<file path="src/rtl/multiplier_arbiter.sv">
// Round-robin arbiter sharing one unsigned multiplier among NUM_REQ requesters.
// Grant is combinational; the product returns two cycles after the transfer.
module multiplier_arbiter #(
   parameter int NUM_REQ      = 4,
   parameter int DATA_WIDTH_1 = 16,
   parameter int DATA_WIDTH_2 = 16,
   parameter int ID_WIDTH     = 2
) (
   input  logic                               clk_i,
   input  logic                               rst_i,
   input  logic [NUM_REQ-1:0]                 req_valid_i,
   output logic [NUM_REQ-1:0]                 req_ready_o,
   input  logic [NUM_REQ*DATA_WIDTH_1-1:0]    data1_i,
   input  logic [NUM_REQ*DATA_WIDTH_2-1:0]    data2_i,
   output logic                               res_valid_o,
   output logic [ID_WIDTH-1:0]                res_id_o,
   output logic [DATA_WIDTH_1+DATA_WIDTH_2-1:0] data_o
);

   localparam int PW = DATA_WIDTH_1 + DATA_WIDTH_2;

   logic [ID_WIDTH-1:0]     r_ptr;
   logic [ID_WIDTH-1:0]     w_idx;
   logic [ID_WIDTH-1:0]     w_gnt_id;
   logic [ID_WIDTH-1:0]     w_ptr_nxt;
   logic                    w_hit;
   logic                    w_found;
   logic                    w_xfer;
   logic [NUM_REQ-1:0]      w_gnt;
   logic [DATA_WIDTH_1-1:0] w_op1;
   logic [DATA_WIDTH_2-1:0] w_op2;
   logic [PW-1:0]           w_prod;

   logic                    r_s1_valid;
   logic [ID_WIDTH-1:0]     r_s1_id;
   logic [DATA_WIDTH_1-1:0] r_s1_op1;
   logic [DATA_WIDTH_2-1:0] r_s1_op2;
   logic                    r_res_valid;
   logic [ID_WIDTH-1:0]     r_res_id;
   logic [PW-1:0]           r_data;

   // Search from the pointer upward, modulo NUM_REQ, for the first valid requester.
   always_comb begin
      w_found  = 1'b0;
      w_gnt_id = '0;
      w_idx    = '0;
      w_hit    = 1'b0;
      for (int i = 0; i < NUM_REQ; i++) begin
         w_idx    = ID_WIDTH'((int'(r_ptr) + i) % NUM_REQ);
         w_hit    = !w_found && req_valid_i[w_idx];
         w_gnt_id = w_hit ? w_idx : w_gnt_id;
         w_found  = w_found | w_hit;
      end
   end

   // Grant vector, pointer successor and operand selection for the winner.
   always_comb begin
      w_xfer    = w_found & ~rst_i;
      w_gnt     = w_xfer ? (NUM_REQ'(1) << w_gnt_id) : '0;
      w_ptr_nxt = (w_gnt_id == ID_WIDTH'(NUM_REQ - 1)) ? '0 : w_gnt_id + ID_WIDTH'(1);
      w_op1     = data1_i[w_gnt_id*DATA_WIDTH_1 +: DATA_WIDTH_1];
      w_op2     = data2_i[w_gnt_id*DATA_WIDTH_2 +: DATA_WIDTH_2];
      w_prod    = PW'(r_s1_op1) * PW'(r_s1_op2);
   end

   // Pointer, operand stage and result stage.
   always_ff @(posedge clk_i) begin
      if (rst_i) begin
         r_ptr       <= '0;
         r_s1_valid  <= 1'b0;
         r_s1_id     <= '0;
         r_s1_op1    <= '0;
         r_s1_op2    <= '0;
         r_res_valid <= 1'b0;
         r_res_id    <= '0;
         r_data      <= '0;
      end else begin
         r_s1_valid  <= w_xfer;
         r_res_valid <= r_s1_valid;
         if (w_xfer) begin
            r_ptr    <= w_ptr_nxt;
            r_s1_id  <= w_gnt_id;
            r_s1_op1 <= w_op1;
            r_s1_op2 <= w_op2;
         end
         // Result registers only move when a product is actually delivered.
         if (r_s1_valid) begin
            r_data   <= w_prod;
            r_res_id <= r_s1_id;
         end
      end
   end

   assign req_ready_o = w_gnt;
   assign res_valid_o = r_res_valid;
   assign res_id_o    = r_res_id;
   assign data_o      = r_data;

endmodule

</file>
<file path="config.mk">
export PLATFORM = sky130hd
export DESIGN_NAME = multiplier_arbiter
export DESIGN_NICKNAME = d
export VERILOG_FILES = /design/src/rtl/multiplier_arbiter.sv
export SDC_FILE = /design/constraint.sdc
export NUM_CORES = 1
export LEC_CHECK = 0
export CAP_MARGIN = 15
export CORE_MARGIN = 4
export CORE_UTILIZATION = 55
export CTS_BUF_LIST = sky130_fd_sc_hd__clkbuf_8
export DETAILED_ROUTE_END_ITERATION = 6
export GPL_ROUTABILITY_DRIVEN = 0
export GPL_TIMING_DRIVEN = 0
export PLACE_DENSITY_LB_ADDON = 0.2
export SLEW_MARGIN = 25
export SYNTH_ARGS = -nofsm -noshare
export SYNTH_HDL_FRONTEND = slang
export SYNTH_SLANG_ARGS = --single-unit
</file>
<file path="constraint.sdc">
create_clock -name clk_i -period 19.3 [get_ports clk_i]
set_clock_uncertainty 0.2 [all_clocks]
set_input_delay 1.93 -clock clk_i [delete_from_list [all_inputs] [get_ports clk_i]]
set_output_delay 1.93 -clock clk_i [all_outputs]
set_load 0.1 [all_outputs]
</file>
==> results of run 1 <==
-- cells in the final DEF, fill, tap and decap left out, types with 3 or more instances in the layout --
cell             Yosys  final
nand3_1             15     15
nand4_1              4      4
and2_1             122    122
nand3b_1            32     32
o41ai_1              3      3
nor3_1               9      9
a21o_1              11     11
mux2_2              32     32
clkdlybuf4s50_1      0    172
o21ai_0             20     20
a21oi_1             37     37
or3_1                3      3
nor2b_1              4      4
inv_1              236    238
clkbuf_8             0      9
xor2_1               8      8
fa_1               194    194
nand2b_1            12     12
o22ai_1              6      6
xnor2_1             16     16
a31oi_1              6      6
nor2_1              42     42
clkbuf_1            62     62
o21ai_1             31     31
a211oi_1             3      3
dfxtp_1             72     72
o21bai_1             3      3
o211ai_1             3      3
ha_1               108    108
a221o_1              3      3
nand2_1            168    168
mux2i_1             79     79
nor4_1               4      4
buf_12               6      6
-- report_power, final --
group | leakage, nW | switching, mW | internal (mW) | total, mW
Sequential | 0.595 | 0.0498 | 0.183 | 0.233
Clock | 0.0832 | 0.0579 | 0.0432 | 0.101
Combinational | 6.03 | 0.931 | 0.574 | 1.51
Total | 6.71 | 1.04 | 0.800 | 1.84
-- state kept, by name, summed over array words and instances, names as in the netlist --
signal,count
data_o,32
r_s1_valid,1
r_ptr,2
res_valid_o,1
res_id_o,2
r_s1_op1,16
r_s1_id,2
r_s1_op2,16
-- worst max-delay path by stage --
stage,to,slack [ps],from,depth (start not counted)
after floorplan,req_ready_o[2],13180,req_valid_i[0],7
after global placement,req_ready_o[3],11680,req_valid_i[0],8
after detailed placement,req_ready_o[3],11640,req_valid_i[0],8
after CTS,req_ready_o[3],11630,req_valid_i[0],8
after global routing,req_ready_o[3],11560,req_valid_i[0],8
final,req_ready_o[3],11670,req_valid_i[0],8
-- cell families after synthesis --
group           Yosys count
compound gates          144
xor+xnor                 24
fa+ha+maj               302
buf+inv                 309
flops                    72
mux                     111
simple gates            420
-- area by class of cell --
class / count / share of cell area (%)
Clock inverter: 4 / 0.121
Multi-Input combinational cell: 1001 / 66.1
Tap cell: 280 / 2.41
Sequential cell: 72 / 9.93
Inverter: 238 / 6.15
Clock buffer: 9 / 0.853
Buffer: 71 / 2.53
Timing Repair Buffer: 172 / 11.9
-- routing by layer --
metal	vias up	wire, µm
li1	4741	-
met1	5135	13000
met2	416	17200
met3	84	2620
met4	0	1380
met5	-	0
-- critical path, cell delays in order --
cell	delay (ps)
clkdlybuf4s50_1	550
a21oi_1	90
o2bb2ai_1	630
clkinv_1	480
clkbuf_1	400
ha_1	300
and2_1	140
clkdlybuf4s50_1	960
-- through the flow --
stage               cell area (µm²)  setup slack [ps]  cells
floorplan                     12300             13180   1382
global placement              14400             11680   1834
detailed placement            14400             11640   1834
CTS                           14500             11630   1847
global route                  14500             11560   1847
finish                        14500             11670   1847
==> impl_metrics.ini, run 1 <==
[critical_path]
worstSetupPathType = input port to output pin
start_kind = input port
r2r-start = r_s1_op2[7]
r2r-end = data_o[28]
crit_path_end_kind = output pin
crit_arrival_ps = 5500
r2r_setup_slack_ps = 12120
crit_required_ps = 17170
worst-path-max-fanout = 11
worstRegToRegCells = 23

[floorplan]
core_area_um2 = 21900
fp-row-count = 54
io_pins = 173
die_y_um = 158
die_x_um = 158
die_area_um2 = 24800
start_util_pct = 56.2

[logic_synthesis]
synthTopCellsByArea = fa_1, dfxtp_1, ha_1, inv_1, mux2i_1
synth.area.mux_share_pct = 9.35
yosys_warnings = 0
synth_area_per_cell_um2 = 8.90
synth_area_um2 = 12300
synth_cells = 1382
synth.most_common_cell = inv_1
synthSimpleGateAreaFrac_pct = 17.2
yosys.area_share.xor_xnor_pct = 1.71
ys_seq_elements = 72
yosysTopAreaCellShare_pct = 31.6
synth_top_area_cell = fa_1
synth_top_family_by_area = adder cells
synthArstFlopShare_pct = 0
synth_edf_count = 0
synth_fa_ha_area_share_pct = 42.5
synth_fp_nets = 1818
yosys.cell_types.count = 54
ys_top_cells_by_count = inv_1, fa_1, nand2_1
synth_compound_area_share_pct = 7.23
ys.flop_type = dfxtp_1
yosysSeqAreaShare_pct = 11.7

[place]
portBuffers = 172
place_hpwl_um = 28600

[drt]
viasPerCell = 5.62
ant_nets = 0
wl_um = 34100
post_drt_wl_per_cell_um = 18.5
drc = 0
num_vias = 10400
drtIter0Drc = 687
firstDrtPassIters = 5

[pwr]
leakagePower_nw = 6.71
ir_drop_mv = 0.108
total_power_mw = 1.84
p_per_area_nw_per_um2 = 127

[global_route]
antenna_found_initial = 0
grt_usage_pct = 27.6
busiest_layer = met2
grt_max_degree = 12
met1_usage_pct = 35.5
grtUsageMet2_pct = 46.4
grt_pass1_vias = 10500
grt.overflow.total = 0
use_met3_pct = 5.14
grt_pass1_wl_um = 53200

[sta]
rsz0062_at_grt = false
hold_viol = 0
min_period_over_period_pct = 39.5
slew_violations = 0
tns_ps = 0
slew_headroom_pct = 33.9
max_freq_mhz = 131
worst_pin_slew_ps = 989
hold-worst-slack_ps = 260
setup_viol = 0
post-route-min-period_ps = 7630

[clock_network]
cts_sinks = 72
cts_tree = done
clock_latency_ps = 370
postCtsHoldBufs = 0
post_cts_buffers = 0
numCtsBuffers = 9
htree_levels = 3
cts_resized = 0
cts_buffer_depth = 2
cts_root_buf = clkbuf_8
cts.clk_slew.worst_paths_ps = 70

[worst_hold_path]
holdCritPathClass = flop to flop
min_path_cells = 2
hold_end = r_s1_id[1]
hp-start = r_s1_id[1]

[final_layout]
multi_input_comb_area_um2 = 9600
drive_gt1_share_pct = 3.70
register_area_um2 = 1440
final_nets = 2001
fin_util_pct = 66.3
n_fill_cell = 1875
n_antenna_cell = 0
area_growth_pct = 18.0

[flow_run]
maxCapViolations = 0

[status]
status = completed
Note: power is estimated with default switching activity, not from simulation.
==> run 2, diff against run 1 <==
==> constraint.sdc (replaced) <==
create_clock -name clk_i -period 7.13 [get_ports clk_i]
set_clock_uncertainty 0.2 [all_clocks]
set_input_delay 0.713 -clock clk_i [delete_from_list [all_inputs] [get_ports clk_i]]
set_output_delay 0.713 -clock clk_i [all_outputs]
set_load 0.1 [all_outputs]
==> impl_metrics.ini, run 2 (synthesis gave the netlist of run 1 again) <==
[status]
status = completed

[place]
post-place-ws_ps = 74.7
portBuffers = 172
post_dp_cell_area_um2 = 14400
place_hpwl_um = 28600

[critical_path]
r2r-start = r_s1_op1[8]
worst-path-max-fanout = 10
path_cells = clkbuf_1 > nand2_1 > fa_1 > inv_1 > fa_1 > fa_1 > fa_1 > fa_1 > inv_1 > fa_1 > inv_1 > ha_1 > clkbuf_1 > nand4_1 > nor3_1 > o311ai_0 > o2111ai_1 > o21ai_0 > xor2_1 > o21ai_0
r2r-end = data_o[28]
slowest_stage = fa_1
worstSetupPathType = flop to flop
r2r_setup_slack_ps = 170
crit_required_ps = 7220
worst-path-buf-inv = 5
worstRegToRegCells = 20
crit_path_end = data_o[28]
crit_path_end_kind = flop
path_depth = 20
slowest_delay_ps = 590
cpMostUsedCell = fa_1
cp_top_family = adder cells
start_kind = flop
crit_arrival_ps = 7050
crit_start = r_s1_op1[8]

[drt]
ant_nets = 0
firstDrtPassIters = 5
viasPerCell = 5.61
drc = 0
post_drt_wl_per_cell_um = 18.5
num_vias = 10300
wl_um = 34200
drtIter0Drc = 690

[floorplan]
core_area_um2 = 21900
fp-row-count = 54
die_area_um2 = 24800
die_y_um = 158
start_util_pct = 56.2
io_pins = 173
die_x_um = 158

[sta]
post-route-min-period_ps = 6960
tns_ps = 0
setup_viol = 0
min_period_over_period_pct = 97.6
hold-worst-slack_ps = 259
max_freq_mhz = 144
slew_violations = 0
slew_headroom_pct = 33.9
worst_pin_slew_ps = 989
rsz0062_at_grt = true
setup_ws_ps = 172
hold_viol = 0

[final_layout]
layout_common_cells = inv_1, fa_1, clkdlybuf4s50_1
drive_gt1_share_pct = 4.54
area_growth_pct = 18.1
largest_reg_flops = 32
multi_input_comb_area_um2 = 9600
final_nets = 1999
final_common_cell = inv_1
n_fill_cell = 1876
register_area_um2 = 1440
fin_util_pct = 66.4
design_area_um2 = 14500
n_antenna_cell = 0

[worst_hold_path]
hp-start = r_s1_id[1]
holdCritPathClass = flop to flop

[pwr]
combinationalPowerShare_pct = 81.7
pwr-share-clk_pct = 5.5
ir_drop_mv = 0.295
p_per_area_nw_per_um2 = 343
power_frac_seq_pct = 12.8
leakagePower_nw = 6.75
switchingPower_mw = 2.82
p_int_mw = 2.17
switching_share_pct = 56.5

[clock_network]
cts_sinks = 72
numCtsBuffers = 9
cts.clk_slew.worst_paths_ps = 70
cts_tree = done
clock_latency_ps = 370
cts_root_buf = clkbuf_8
cts_buffer_depth = 2
htree_levels = 3

[global_route]
grt.overflow.total = 0
grt_max_degree = 12
grt_pass1_vias = 10500
grt_pass1_wl_um = 53200
grt_usage_pct = 27.6
antenna_found_initial = 0

[flow_run]
maxCapViolations = 0
## run 2: per-layer routing
layer	routed length, µm	global-route usage, %	vias to the layer above
li1	-	-	4733
met2	17200	46.4	405
met5	0	0	-
met4	1350	10.4	0
met3	2620	5.11	86
met1	13000	35.5	5118
## run 2: how the worst min path moves through the flow
stage | to | slack, ps | cells after the start
after floorplan | r_s1_id[1] | 240 | 2
after global placement | data_o[29] | 250 | 2
after detailed placement | data_o[29] | 250 | 2
after CTS | r_s1_id[1] | 260 | 2
after global routing | data_o[17] | 290 | 2
final | r_s1_id[1] | 260 | 2
## run 2: timing repair
| item | 4_1_cts | 5_1_grt |
|---|---|---|
| gates resized for setup | 0 | 26 |
| setup buffers | 0 | 0 |
| endpoints found under the setup margin | 0 | 7 |
| endpoints found under the hold margin | 0 | 0 |
| hold buffers | 0 | 0 |
## run 2: power groups by stage
| stage | clock network [mW] | logic, mW | registers [mW] |
|---|---|---|---|
| final | 0.273 | 4.07 | 0.639 |
| after global routing | 0.293 | 4.52 | 0.646 |
| after CTS | 0.280 | 4.07 | 0.624 |
| after detailed placement | 0 | 4.05 | 0.633 |
| after global placement | 0 | 3.94 | 0.631 |
| after floorplan | 0 | 2.74 | 0.874 |
## run 2: worst register-to-register path: cells and delay by family, from the launching register on
family	cells	cell delay, ps
buffers and inverters	5	940
DFF	1	520
AOI/OAI and AO/OA	4	980
xor gates and xnor gates	1	160
and+or+nand+nor	3	790
adders and majority gates	7	3300
## run 2: metrics by stage
step,power (mW),std cells
2_1_floorplan,3.61,1382
3_3_place_gp,4.57,1834
3_5_place_dp,4.68,1834
4_1_cts,4.97,1847
5_1_grt,5.46,1845
6_report,4.99,1845
## run 2: final cells by class
cell class                      instances  area share (%)
Inverter                              238            6.15
Multi-Input combinational cell       1001            66.1
Buffer                                 69            2.59
Sequential cell                        72            9.92
Timing Repair Buffer                  172            11.9
Clock buffer                            9           0.853
Tap cell                              280            2.41
Clock inverter                          4           0.121
==> run 3, diff against run 2 <==
--- a/config.mk
+++ b/config.mk
@@ -7,7 +7,7 @@
 export LEC_CHECK = 0
 export CAP_MARGIN = 15
 export CORE_MARGIN = 4
-export CORE_UTILIZATION = 55
+export CORE_UTILIZATION = 30
 export CTS_BUF_LIST = sky130_fd_sc_hd__clkbuf_8
 export DETAILED_ROUTE_END_ITERATION = 6
 export GPL_ROUTABILITY_DRIVEN = 0
==> impl_metrics.ini, run 3 (synthesis gave the netlist of run 1 again) <==
[drt]
viasPerCell = 4.77
wl_um = 37800
post_drt_wl_per_cell_um = 18.1
drc = 0
drtIter0Drc = 511
ant_nets = 0
firstDrtPassIters = 5
num_vias = 9967

[sta]
slew_violations = 0
tns_ps = 0
min_period_over_period_pct = 96.8
hold_viol = 0
slew_headroom_pct = 28.0
post-route-min-period_ps = 6900
worst_pin_slew_ps = 1080
rsz0062_at_grt = false
setup_viol = 0
max_freq_mhz = 145

[critical_path]
crit_required_ps = 7210
cpMostUsedCell = fa_1
slowest_stage = fa_1
start_kind = flop
worstSetupPathType = flop to flop
worst-path-max-fanout = 10
crit_start = r_s1_op1[4]
slowest_delay_ps = 560
crit_path_end_kind = flop
worst-path-buf-inv = 5
path_cells = clkbuf_1 > nand2_1 > fa_1 > inv_1 > fa_1 > fa_1 > fa_1 > fa_1 > inv_1 > fa_1 > inv_1 > ha_1 > clkbuf_1 > nand4_1 > nor3_1 > o311ai_0 > o2111ai_1 > o21ai_0 > xor2_1 > o21ai_0
crit_arrival_ps = 6990
r2r-start = r_s1_op1[4]
cp_top_family = adder cells

[final_layout]
largest_reg_flops = 32
final_common_cell = inv_1
layout_common_cells = inv_1, fa_1, clkdlybuf4s50_1
area_growth_pct = 21.0
n_antenna_cell = 0
final_nets = 1998
drive_gt1_share_pct = 5.75
fin_util_pct = 37.1

[clock_network]
cts.clk_slew.worst_paths_ps = 90
cts_tree = done
cts_buffer_depth = 2
cts_sinks = 72
htree_levels = 3
clock_latency_ps = 400
cts_root_buf = clkbuf_8
postCtsHoldBufs = 0
numCtsBuffers = 9

[pwr]
ir_drop_mv = 0.198
p_per_area_nw_per_um2 = 341
leakagePower_nw = 6.79

[floorplan]
fp-row-count = 73
die_x_um = 211
io_pins = 173
start_util_pct = 30.7
die_area_um2 = 44300
die_y_um = 211
core_area_um2 = 40100

[place]
place_hpwl_um = 32300
portBuffers = 172

[global_route]
grt.overflow.total = 0
grt_pass1_wl_um = 58500
grt_pass1_vias = 10400
grt_max_degree = 13
grt_usage_pct = 17.1
antenna_found_initial = 0

[worst_hold_path]
hp-start = r_s1_id[1]
holdCritPathClass = flop to flop

[flow_run]
maxCapViolations = 0

[status]
status = completed
## run 3: cell types whose count changed in the layout (fill, tap and decap cells not counted)
cell,change
buf_1,+1
bufinv_16,+1
clkbuf_1,-13
clkbuf_2,+11
clkinv_2,-1
clkinv_4,+1
clkinvlp_4,+2
dfxtp_1,-5
dfxtp_2,+5
inv_1,-1
## run 3: final timing paths
check | to | cells after the start | slack, ps
setup reg to reg | data_o[28] | 20 | 230
hold reg to reg | r_s1_id[1] | 2 | 260
hold / removal | r_s1_id[1] | 2 | 260
setup / recovery | data_o[28] | 20 | 230
## run 3: repair_timing
action,in CTS,in global routing
setup endpoints to repair,2,14
buffers inserted,0,0
gates resized for setup,1,52
gates cloned,0,0
## run 3: power breakdown
| group | internal (mW) | leakage (nW) | total (mW) | switching (mW) |
|---|---|---|---|---|
| Sequential | 0.496 | 0.596 | 0.649 | 0.152 |
| Combinational | 1.56 | 6.10 | 4.10 | 2.54 |
| Clock | 0.158 | 0.0925 | 0.330 | 0.172 |
| Total | 2.21 | 6.79 | 5.07 | 2.86 |
## run 3: final cells by class
class                           instances  area (µm²)
Timing Repair Buffer                  172        1720
Sequential cell                        72        1450
Inverter                              238         893
Tap cell                              525         657
Fill cell                            4127       25200
Clock buffer                            9         124
Multi-Input combinational cell       1001        9600
Buffer                                 68         387
Clock inverter                          6        62.6
## run 3: metrics by stage
| stage | setup slack (ps) | hold slack (ps) | cells | area, µm² | total power [mW] |
|---|---|---|---|---|---|
| floorplan | 1010 | 236 | 1382 | 12300 | 3.61 |
| global placement | 57.4 | 248 | 2079 | 14700 | 4.76 |
| detailed placement | 4.46 | 251 | 2079 | 14700 | 4.79 |
| CTS | 18.0 | 266 | 2094 | 14900 | 5.16 |
| global route | 18.2 | 282 | 2091 | 14900 | 5.65 |
| finish | 229 | 265 | 2091 | 14900 | 5.07 |
## run 3: layer usage
| metal | global-route usage, % | routed length [µm] |
|---|---|---|
| met5 | 0 | 0 |
| met4 | 6.48 | 1490 |
| met3 | 2.52 | 1390 |
| met2 | 29.5 | 19400 |
| met1 | 21.8 | 15500 |
## run 3: worst register-to-register path: stages (launching register included)
cell	delay (ps)
dfxtp_1	530
clkbuf_1	540
nand2_1	150
fa_1	510
inv_1	60
fa_1	560
fa_1	440
fa_1	460
fa_1	490
inv_1	50
fa_1	470
inv_1	40
ha_1	250
clkbuf_1	260
nand4_1	230
nor3_1	460
o311ai_0	440
o2111ai_1	230
o21ai_0	150
xor2_1	170
o21ai_0	90
==> edit 1 (flow settings as in run 3) <==
`NUM_REQ`: 4 -> 3.
--- a/src/rtl/multiplier_arbiter.sv
+++ b/src/rtl/multiplier_arbiter.sv
@@ -2,5 +2,5 @@
 // Grant is combinational; the product returns two cycles after the transfer.
 module multiplier_arbiter #(
-   parameter int NUM_REQ      = 4,
+   parameter int NUM_REQ      = 3,
    parameter int DATA_WIDTH_1 = 16,
    parameter int DATA_WIDTH_2 = 16,
Ports: changed (resized data1_i, data2_i, req_ready_o and req_valid_i); port bits go from 173 to 139. No check against the original RTL was run, so the function may have changed too.
==> edit 1 against run 3 <==
  * Setup slack gained 0.14 ns
  * Wire length fell by 1.8%
  * Largest power group unchanged
  * Critical path type unchanged
  * Highest routed layer unchanged
  * Sequential cell count unchanged
  * Fmax increased by 2.1%
  * Largest cell class unchanged
  * Synthesized area fell by 4.9%
  * Count of clock-buffer cells in the layout did not move
  * Total power fell by 33%
  * Cell area decreased by 6.1%
==> edit 1: results (changes against run 3) <==
** Route
- Drt via density :: 4.64 (was 4.77)
- Routed wire length :: 37100 um (was 37800 um)
- Wire length on met1 :: 16900 um (was 15500 um)
- The routed wire length on met3 was 1740 um (was 1390 um).
- The sum of met2 wire segment lengths after detailed routing was 17600 um (was 19400 um).
- Number of iterations in the first detailed-routing pass :: 4 (was 5)

** STA
- The relative slew slack is 31.3% (was 28.0%).
- Post-route clock period utilization :: 94.8% (was 96.8%)
- The worst hold slack across all endpoints was 0.263 ns (was 0.265 ns).

** Global route
- Largest net degree at the start of global routing :: 16 (was 13)
- The fraction of met2 tracks used by global routing is 30.5% (was 29.5%).
- The first-pass GRT wire length was 59500 um (was 58500 um).
- The via count of the first global-routing pass came to 10100 (was 10400).
- Global routing usage on met3 :: 2.66% (was 2.52%)
- Global routing met1 resource utilization :: 25.4% (was 21.8%)

** Logic synthesis
- Area fraction in compound gates after synthesis :: 9.87% (was 7.23%)
- Share of the yosys chip area belonging to registers :: 12.3% (was 11.7%)
- Share of synthesized area spent on multiplexers :: 4.36% (was 9.35%)
- Top cell types by occurrence after synthesis: sky130_fd_sc_hd__inv_1 (238), sky130_fd_sc_hd__fa_1 (194), sky130_fd_sc_hd__nand2_1 (169) (was sky130_fd_sc_hd__inv_1 (236), sky130_fd_sc_hd__fa_1 (194), sky130_fd_sc_hd__nand2_1 (168)).
- The count of distinct cell types in the synthesized netlist is 51 (was 54).
- Top cells by area in the synthesized netlist: sky130_fd_sc_hd__fa_1 (33%), sky130_fd_sc_hd__dfxtp_1 (12%), sky130_fd_sc_hd__ha_1 (11%) (was sky130_fd_sc_hd__fa_1 (32%), sky130_fd_sc_hd__dfxtp_1 (12%), sky130_fd_sc_hd__ha_1 (11%)).
- The synthesized net count was 1762 (was 1818).
- Synthesized-area fraction occupied by xor and xnor cells :: 1.87% (was 1.71%)

** Pwr
- Portion of total power attributed to sequential cells :: 17.6% (was 12.8%)
- The worst voltage drop across the vdd grid was 0.000218 V (was 0.000198 V).
- The fraction of power spent switching nets came to 55.7% (was 56.4%).

** Layout
- The layout cell share with drive strength beyond 1 is 5.70% (was 5.75%).
- The post-layout net count came to 1904 (was 1998).

** Setup path
- Worst Reg2Reg Path Length in Cells :: 19 (was 20)
- The capture instance of the worst register-to-register path is data_o[29] (was data_o[28]).
- R2r setup slk :: 0.37 ns (was 0.23 ns)
- The origin of the critical flop-to-flop path was r_s1_op1[5] (was r_s1_op1[4]).
- Biggest cell delay along the critical path :: 0.60 ns (was 0.56 ns)

** Place
- The cell count after placement was 2016 (was 2079).
- Number of I/O port buffers :: 137 (was 172)
- Worst setup slack before clock tree synthesis :: -0.195 ns (was 0.00446 ns)
- Placed wire-length estimate after detailed placement :: 31500 um (was 32300 um)

** Hold path
- The beginning of the worst hold path was r_s1_id[0] (was r_s1_id[1]).
- Hold Crit Endpoint :: r_s1_id[0] (was r_s1_id[1])

** Clocking
- The maximum clock insertion buffer count is 2 (unchanged).
- The latest clock arrival within the worst-skew pair was 0.37 ns (was 0.40 ns).

** Outcome
- Run status :: complete, no violations (unchanged)
-- edit 1: changes by cell type in the layout (fill, tap and decap cells not counted), moves of 8 or more --
| cell | before | now |
|---|---|---|
| sky130_fd_sc_hd__nand2b_1 | 12 | 4 |
| sky130_fd_sc_hd__nand3b_1 | 32 | 0 |
| sky130_fd_sc_hd__o21ai_1 | 31 | 3 |
| sky130_fd_sc_hd__a211oi_1 | 3 | 35 |
| sky130_fd_sc_hd__clkdlybuf4s50_1 | 172 | 137 |
| sky130_fd_sc_hd__dfxtp_2 | 5 | 25 |
| sky130_fd_sc_hd__nor2_1 | 42 | 100 |
| sky130_fd_sc_hd__dfxtp_1 | 67 | 47 |
| sky130_fd_sc_hd__mux2_2 | 32 | 0 |
| sky130_fd_sc_hd__mux2i_1 | 79 | 51 |
| sky130_fd_sc_hd__a21oi_1 | 37 | 69 |
-- edit 1: how the worst max path moves through the flow --
stage | to | depth (start not counted)
after floorplan | data_o[30] | 20
after global placement | data_o[25] | 22
after detailed placement | data_o[25] | 22
after CTS | data_o[31] | 20
after global routing | data_o[29] | 20
final | data_o[29] | 19
-- edit 1: cell type report --
class | count | area, um2
flip-flops and latches | 72 | 1470
fillers | 4043 | 24700
clock buffers | 9 | 124
clock inverters | 7 | 83.8
plain buffers | 64 | 298
well taps | 518 | 648
multi-input cells | 981 | 9100
repair buffers | 137 | 1370
inverters | 238 | 893
-- edit 1: metrics by stage --
step | cell area (um2) | util [%]
after floorplan | 11700 | -
after global placement | 13700 | 35.5
after detailed placement | 13700 | 35.5
after CTS | 13900 | 36.1
after global routing | 14000 | 36.2
final | 14000 | 36.2
-- edit 1: logic make-up after synthesis --
logic type	count (synthesis)
flip-flops	72
XOR/XNOR	25
adder cells (fa/ha/maj)	302
multiplexers	51
buffers and inverters	308
AND/OR/NAND/NOR	427
AO/OA/AOI/OAI	176
-- edit 1: what timing repair did --
| item | CTS | global route |
|---|---|---|
| gates cloned | 0 | 0 |
| gates resized for setup | 10 | 78 |
| endpoints found under the setup margin | 6 | 11 |
| setup buffers | 0 | 0 |
| pin swaps | 0 | 0 |
-- edit 1: power groups by stage --
stage | clock network, mW | logic (mW) | registers (mW)
after global routing | 0.380 | 2.72 | 0.604
after global placement | 0 | 2.45 | 0.585
after detailed placement | 0 | 2.44 | 0.587
after floorplan | 0 | 1.42 | 0.850
final | 0.353 | 2.43 | 0.595
after CTS | 0.364 | 2.46 | 0.585
-- edit 1: worst register-to-register path: cells and delay by family (launching register included) --
family	cells	cell delay [ns]
simple gates	7	1.65
buf+inv	4	0.52
compound gates	1	0.26
flops	1	0.50
fa+ha+maj	7	3.57
==> edit 2 (config.mk and constraints of run 3) <==
Made on the original files. Reset style: asynchronous (`rst_i`), changed in one clocked block.
--- a/src/rtl/multiplier_arbiter.sv
+++ b/src/rtl/multiplier_arbiter.sv
@@ -65,5 +65,5 @@
 
    // Pointer, operand stage and result stage.
-   always_ff @(posedge clk_i) begin
+   always_ff @(posedge clk_i or posedge rst_i) begin
       if (rst_i) begin
          r_ptr       <= '0;
Formal check against the unedited RTL: not equivalent (a bounded check fails within 4 cycles, from zero or initial values and one cycle with rst_i high; the reset may be asserted at any time).
==> edit 2 against run 3 <==
  * Synthesized area barely moved
  * Highest routed layer unchanged
  * Sequential cell count did not move
  * Die area barely moved
  * Sequential share of layout area rose by 2.3 points
  * Cell area rose by 0.45%
  * Fmax rose by 1.8%
  * Cell count rose by 4.1%
  * Utilization rose by 0.17 points
  * Wire length rose by 1.3%
  * Setup slack improved by 0.12 ns
Power is not shown: default switching activity piles up to over one toggle a cycle in this logic, so the estimate is an artifact.
==> edit 2: results (changes against run 3) <==
** Outcome
- Run status :: complete, no violations (unchanged)

** Place
- The setup slack at placement is 0.192 ns (was 0.00446 ns).
- The cell count after placement was 2162 (was 2079).
- Placed wire-length estimate after detailed placement :: 31900 um (was 32300 um)
- The placed instance area is 0.0147 mm2 (about the same).

** Route
- The routed wire length per instance was 17.6 um (was 18.1 um).
- The mean number of vias per cell is 4.77 (about the same).
- The starting DRC count in detailed routing came to 516 (was 511).

** STA
- Measured slew at the worst slew-check pin :: 1.03 ns (was 1.08 ns)
- Post-route clock period utilization :: 95.1% (was 96.8%)
- Worst hold margin :: 0.192 ns (was 0.265 ns)

** Logic synthesis
- Top cells by area in the synthesized netlist :: sky130_fd_sc_hd__fa_1 (32%), sky130_fd_sc_hd__dfrtp_1 (15%), sky130_fd_sc_hd__ha_1 (11%) (was sky130_fd_sc_hd__fa_1 (32%), sky130_fd_sc_hd__dfxtp_1 (12%), sky130_fd_sc_hd__ha_1 (11%))
- Top cell types by occurrence after synthesis :: sky130_fd_sc_hd__nand2_1 (263), sky130_fd_sc_hd__inv_1 (231), sky130_fd_sc_hd__fa_1 (194) (was sky130_fd_sc_hd__inv_1 (236), sky130_fd_sc_hd__fa_1 (194), sky130_fd_sc_hd__nand2_1 (168))
- The synthesized net count was 1900 (was 1818).
- Share of the yosys chip area belonging to registers :: 14.6% (was 11.7%)
- Synthesized-area fraction occupied by xor and xnor cells :: 1.64% (was 1.71%)
- Adder-cell share of the synthesized area :: 42.6% (was 42.5%)
- Count of yosys warnings during synthesis :: 0 (unchanged)
- The post-synthesis area per instance came to 8.40 um2 (was 8.90 um2).
- Most frequently used flop master after synthesis :: sky130_fd_sc_hd__dfrtp_1 (was sky130_fd_sc_hd__dfxtp_1)
- The async set or reset register ratio after synthesis is 100% (was 0%).
- The post-synthesis compound-gate area fraction came to 8.86% (was 7.23%).

** Layout
- Share of post-route cells with drive strength above 1 :: 5.08% (was 5.75%)
- Number of nets in the layout :: 2083 (was 1998)
- The number of inserted filler cells in the final layout is 4180 (was 4127).
- The filler-free cell count of the finished design was 2177 (was 2091).

** Clocking
- The maximum clock insertion buffer count is 2 (unchanged).
- CTS clock-pin slew for the worst setup and hold paths :: 0.09 ns (about the same)

** Global route
- Gr usage total :: 17.5% (was 17.1%)
- Largest net degree at the start of global routing :: 39 (was 13)
- The via count of the first global-routing pass is 10800 (was 10400).
- Global-route wire length before repair :: 60400 um (was 58500 um)

** Setup path
- Critical Path Start :: r_s1_op2[11] (was r_s1_op1[4])
- The delay of the slowest cell on the worst path was 0.61 ns (was 0.56 ns).
- The register-to-register setup slack was 0.35 ns (was 0.23 ns).
- Maximum fanout along the worst path :: 10 (unchanged)
- Worst path slowest cell :: sky130_fd_sc_hd__dfrtp_1 (was sky130_fd_sc_hd__fa_1)
- Beginning of the worst register-to-register path :: r_s1_op2[11] (was r_s1_op1[4])

** Hold path
- The beginning of the worst hold path is r_s1_valid (was r_s1_id[1]).
==> edit 2: path summary, 6_finish.rpt <==
path,cells after the start,endpoint
min reg2reg,0,res_valid_o
max reg2reg,19,data_o[31]
max,19,data_o[31]
max in group asynchronous,3,data_o[14]
min,0,res_valid_o
min in group asynchronous,2,r_s1_id[1]
==> edit 2: layout make-up <==
cell class,count,area [um2],share of cell area (%)
Timing Repair Buffer,173,1740,11.6
Tap cell,525,657,4.39
Inverter,232,873,5.84
Clock inverter,7,119,0.794
Buffer,73,334,2.23
Clock buffer,9,124,0.828
Multi-Input combinational cell,1086,9310,62.2
Sequential cell,72,1800,12.0
==> edit 2: repair_timing <==
action / 4_1_cts / 5_1_grt
hold endpoints to repair: 0 / 0
resized for setup: 0 / 36
buffers inserted: 0 / 0
setup endpoints to repair: 0 / 7
==> edit 2: metal layers <==
metal,part of all wire [%],global-route usage (%)
met5,0,0
met4,2.4,4.56
met3,3.9,2.31
met2,51,30.1
met1,43,23.3
